==> src/rtl/ant_tracker.sv <==
// Pose tracker for the maze ant: turns and forward moves on a bounded grid,
// with hit/escape feedback for the controller and saturating step/bump/stall statistics.
`ifndef HALT
`define HALT 2'd0
`endif
`ifndef RIGHT
`define RIGHT 2'd1
`endif
`ifndef LEFT
`define LEFT 2'd2
`endif
`ifndef FORWARD
`define FORWARD 2'd3
`endif

module ant_tracker #(
  parameter int         X_W         = 6,
  parameter int         Y_W         = 6,
  parameter int         X_MAX       = 31,
  parameter int         Y_MAX       = 31,
  parameter int         X_START     = 0,
  parameter int         Y_START     = 0,
  parameter logic [1:0] HEAD_START  = 2'd0,
  parameter int         EXIT_X      = 31,
  parameter int         EXIT_Y      = 31,
  parameter int         STEP_W      = 16,
  parameter int         STALL_LIMIT = 16,
  parameter logic [1:0] HALT        = `HALT,
  parameter logic [1:0] RIGHT       = `RIGHT,
  parameter logic [1:0] LEFT        = `LEFT,
  parameter logic [1:0] FORWARD     = `FORWARD
) (
  input  logic              clk,
  input  logic              rst,
  input  logic [1:0]        move,
  input  logic              wall_ahead,
  output logic [X_W-1:0]    pos_x,
  output logic [Y_W-1:0]    pos_y,
  output logic [1:0]        heading,
  output logic              hit,
  output logic              escape,
  output logic [STEP_W-1:0] step_cnt,
  output logic [STEP_W-1:0] bump_cnt,
  output logic              stuck
);

  localparam int SC_W = (STALL_LIMIT < 1) ? 1 : $clog2(STALL_LIMIT + 1);
  localparam logic [X_W-1:0]  L_X_MAX   = X_W'(X_MAX);
  localparam logic [Y_W-1:0]  L_Y_MAX   = Y_W'(Y_MAX);
  localparam logic [X_W-1:0]  L_X_START = X_W'(X_START);
  localparam logic [Y_W-1:0]  L_Y_START = Y_W'(Y_START);
  localparam logic [X_W-1:0]  L_EXIT_X  = X_W'(EXIT_X);
  localparam logic [Y_W-1:0]  L_EXIT_Y  = Y_W'(EXIT_Y);
  localparam logic [SC_W-1:0] L_LIMIT   = SC_W'(STALL_LIMIT);

  logic [X_W-1:0]    r_x;
  logic [Y_W-1:0]    r_y;
  logic [1:0]        r_head;
  logic              r_hit;
  logic              r_esc;
  logic [STEP_W-1:0] r_step;
  logic [STEP_W-1:0] r_bump;
  logic [SC_W-1:0]   r_stall;
  logic              r_stuck;

  logic              w_edge;
  logic [X_W-1:0]    w_tx;
  logic [Y_W-1:0]    w_ty;
  logic              w_fwd;
  logic              w_blocked;
  logic              w_adv;
  logic              w_arrive;
  logic [SC_W-1:0]   w_stall_nxt;

  // Target cell and grid-boundary test for the current (pre-move) heading.
  always_comb begin
    w_edge = 1'b0;
    w_tx   = r_x;
    w_ty   = r_y;
    case (r_head)
      2'd0: begin w_edge = (r_y == L_Y_MAX); w_ty = r_y + 1'b1; end
      2'd1: begin w_edge = (r_x == L_X_MAX); w_tx = r_x + 1'b1; end
      2'd2: begin w_edge = (r_y == '0);      w_ty = r_y - 1'b1; end
      default: begin w_edge = (r_x == '0);   w_tx = r_x - 1'b1; end
    endcase
    w_fwd       = (move == FORWARD);
    w_blocked   = wall_ahead | w_edge;
    w_adv       = w_fwd & ~w_blocked;
    w_arrive    = w_adv && (w_tx == L_EXIT_X) && (w_ty == L_EXIT_Y);
    w_stall_nxt = w_adv ? '0 : ((r_stall == L_LIMIT) ? r_stall : r_stall + 1'b1);
  end

  always_ff @(posedge clk) begin
    if (rst) begin
      r_x     <= L_X_START;
      r_y     <= L_Y_START;
      r_head  <= HEAD_START;
      r_hit   <= 1'b0;
      r_esc   <= 1'b0;
      r_step  <= '0;
      r_bump  <= '0;
      r_stall <= '0;
      r_stuck <= 1'b0;
    end else if (!r_esc) begin
      // Once escaped everything holds, so hit stays at the 0 left by the arriving move.
      r_hit   <= w_fwd & w_blocked;
      r_esc   <= w_arrive;
      r_stall <= w_stall_nxt;
      r_stuck <= (w_stall_nxt == L_LIMIT);
      if (move == RIGHT) r_head <= r_head + 2'd1;
      if (move == LEFT)  r_head <= r_head - 2'd1;
      if (w_fwd && w_blocked && (r_bump != '1)) r_bump <= r_bump + 1'b1;
      if (w_adv) begin
        r_x <= w_tx;
        r_y <= w_ty;
        if (r_step != '1) r_step <= r_step + 1'b1;
      end
    end
  end

  assign pos_x    = r_x;
  assign pos_y    = r_y;
  assign heading  = r_head;
  assign hit      = r_hit;
  assign escape   = r_esc;
  assign step_cnt = r_step;
  assign bump_cnt = r_bump;
  assign stuck    = r_stuck;

endmodule

==> config.mk <==
export PLATFORM = sky130hd
export DESIGN_NAME = ant_tracker
export DESIGN_NICKNAME = d
export VERILOG_FILES = /design/src/rtl/ant_tracker.sv
export SDC_FILE = /design/constraint.sdc
export NUM_CORES = 1
export LEC_CHECK = 0
export CAP_MARGIN = 20
export CORE_ASPECT_RATIO = 0.6
export CORE_MARGIN = 3
export CORE_UTILIZATION = 50
export DETAILED_ROUTE_END_ITERATION = 10
export PLACE_DENSITY = 0.75
export SETUP_SLACK_MARGIN = 0.3
export SLEW_MARGIN = 20
export SYNTH_ARGS = -nofsm -noshare
export SYNTH_HDL_FRONTEND = slang
export SYNTH_SLANG_ARGS = --single-unit
==> constraint.sdc <==
create_clock -name clk -period 2.95 [get_ports clk]
set_clock_uncertainty 0.05 [all_clocks]
set_input_delay 0.295 -clock clk [delete_from_list [all_inputs] [get_ports clk]]
set_output_delay 0.295 -clock clk [all_outputs]
set_load 0.02 [all_outputs]
==> flow_summary.toml <==
[floorplan]
die_w_um = 113
start_util = 0.537
num_rows = 22
core_mm2 = 0.00636
die_h_um = 70.0
io_pins = 54
dieArea_mm2 = 0.00789

[sta]
finalHoldViolations = 0
fin_ws_ns = 0.404
rsz0062_at_grt = "true"
layout_min_cycle_time_ns = 2.55
worst_pin_slew_ns = 0.992
setup_viol = 0
maxSlewViolCount = 0
tns_ns = 0
timing.slew.headroom = 0.339
fmax_mhz = 393
timing.final.crit_share = 0.863

[worst_setup_path]
crit_slowest_cell = "dfxtp_4"
start_kind = "flop"
cp-end-kind = "flop"
critical_path.max_stage_delay_ns = 0.37
required_ns = 3.10
worstPathArrival_ns = 2.70
worstSetupPathType = "reg2reg"
cpMostUsedCell = "ha_2"
cp_cell_sequence = "inv_1 -> ha_2 -> buf_6 -> xor2_1 -> ha_2 -> o21ai_0 -> a221oi_2 -> xnor2_2 -> nor4_2 -> nand4_1 -> o32ai_1"
path_max_fanout = 13

[clock_network]
clk_path_buf_depth = 2
clk_latency_ns = 0.29
cts_tree = "yes"
cts_hold_buf = 0
htreeDepth = 2
cts_sinks = 54
cts-root-buf = "clkbuf_16"
cts-buffers-inserted = 5
path_clk_slew_ns = 0.07

[synth]
ys_seq_area_frac = 0.316
syn_area_per_cell_um2 = 8.19
synth_area_leaders = "dfxtp_1 32%, ha_1 5.9%, a21oi_1 4.7%, or4_1 4.6%, o31ai_1 3.5%"
post-synth-top-count-cell = "dfxtp_1"
synth_edf_count = 0
ys_ff_latch = 54
netlist-cell-type-count = 60
ys.flop_type = "dfxtp_1"
syn_area_mm2 = 0.00342
synthTopCellsByCount = "54 x dfxtp_1, 32 x a21oi_1, 30 x nor2_1"
synthCells = 417
synth_top_cell_by_area = "dfxtp_1"
yosysWarnings = 0
synth.top_cell.area_share = 0.316
synth_nets = 439
async_flop_share = 0

[route]
dr.pass1.iters = 5
wl_per_cell_um = 16.5
drc = 0
ant_nets = 0
routed_wl_mm = 9.08
routed_via_density = 6.12
vias = 3380
drt_iter0_drc = 317

[power]
seq_power_share = 0.423
p_int_uw = 1290
pwr-share-clk = 0.322
vdd_ir_drop_max_v = 0.000336
comb_power_share = 0.255
swShare = 0.304
p_per_area_mw_per_mm2 = 425
p_leak_uw = 0.00146
p_switching_uw = 563

[placed_design]
portBuffers = 53
hpwl_mm = 6.35
gp_congestion = 0.860
post-place-ws_ns = 0.143

[finish]
post-route-util = 0.685
fin_nets = 489
drive_gt1_frac = 0.147
fillerInstances = 535
area_delta_synth_final_pct = 27.4
diodes = 0

[worst_hold_path]
min_path_type = "reg2reg"

[global_route]
grt_pass1_vias = 3036
grt_first_pass_wirelength_mm = 15.1
grt_overflow = 0
antenna_found_initial = 0
gr-usage-all-layers = 0.226
grt_max_degree = 55

[flow_run]
maxCapViolCount = 0

[status]
status = "finished, final reports clean"
[power by group through the flow]
stage | Sequential, µW | Combinational, µW | Clock (µW)
2_1_floorplan | 809 | 285 | 0
3_3_place_gp | 795 | 414 | 0
3_5_place_dp | 796 | 422 | 0
4_1_cts | 781 | 435 | 607
5_1_grt | 787 | 516 | 636
6_report | 784 | 472 | 596
[final cells by class]
type,count,area [µm²],share of cell area
Sequential cell,54,1090,0.251
Timing Repair Buffer,73,679,0.156
Tap cell,84,105,0.0241
Clock buffer,7,143,0.0328
Inverter,16,65.1,0.0149
Multi-Input combinational cell,317,2260,0.520
Clock inverter,1,5.00,0.00115
[worst max-delay path, delay by kind of cell (launching register included)]
family	cells	cell delay [ns]
AOI/OAI and AO/OA	3	0.68
adders and majority gates	2	0.45
DFF	1	0.37
and+or+nand+nor	2	0.35
xor gates and xnor gates	2	0.30
buffers and inverters	2	0.27
[kinds of logic (layout without fill, tap and decap cells)]
kind of cell               after synthesis  after routing  synth area share
and+or+nand+nor                        175            175             0.293
AOI/OAI and AO/OA                       98             98             0.190
DFF                                     54             54             0.316
buffers and inverters                   46             97            0.0597
adders and majority gates               17             17            0.0644
xor gates and xnor gates                15             15            0.0384
muxes                                   12             12            0.0384
[placed cells by master, fill, tap and decap left out, types with 4 or more instances in the layout]
| cell | count |
|---|---|
| inv_1 | 14 |
| or4_1 | 21 |
| dfxtp_1 | 50 |
| or3_1 | 4 |
| ha_1 | 11 |
| nand2b_1 | 4 |
| nand3_1 | 16 |
| nand4_1 | 11 |
| xor2_1 | 4 |
| o31ai_1 | 16 |
| nor3_1 | 11 |
| a211oi_1 | 7 |
| a21oi_1 | 32 |
| clkbuf_16 | 5 |
| o21ai_0 | 16 |
| buf_4 | 19 |
| clkdlybuf4s50_1 | 52 |
| nor2b_1 | 11 |
| nand2_1 | 23 |
| nor4_1 | 10 |
| a31oi_1 | 4 |
| xnor2_1 | 10 |
| mux2_2 | 9 |
| nor2_1 | 30 |
[metrics by stage]
| step | std cells | area, µm² | hold WS (ns) | total power (µW) |
|---|---|---|---|---|
| finish | 552 | 4350 | 0.425 | 1850 |
| global route | 552 | 4350 | 0.457 | 1940 |
| CTS | 549 | 4240 | 0.428 | 1820 |
| detailed placement | 541 | 4050 | 0.416 | 1220 |
| global placement | 541 | 4050 | 0.405 | 1210 |
| floorplan | 417 | 3420 | 0.421 | 1090 |
[sequential cells by signal (all words and copies together) (netlist names), 2 cells and up]
name / cells
bump_cnt: 16
pos_x: 6
r_stall: 5
step_cnt: 16
heading: 2
pos_y: 6
[timing repair]
action                     in CTS  in global routing
pin swaps                       0                  7
buffers inserted                0                  3
resized for setup               5                 22
setup endpoints to repair       5                 19
[per-layer routing]
metal / part of all wire / track usage / up-vias
met5: 0 / 0 / -
met4: 0.0074 / 0.0373 / 0
met3: 0.067 / 0.0537 / 8
met2: 0.42 / 0.320 / 99
met1: 0.50 / 0.348 / 1609
li1: - / - / 1664
[path summary, 6_finish.rpt]
| check | startpoint | to | slack [ns] | cells past startpoint |
|---|---|---|---|---|
| setup / recovery | heading[0] | escape | 0.40 | 11 |
| hold / removal | hit | hit | 0.43 | 2 |
| setup reg to reg | heading[0] | escape | 0.40 | 11 |
| hold reg to reg | hit | hit | 0.43 | 2 |
Note: power is estimated with default switching activity, not from simulation.
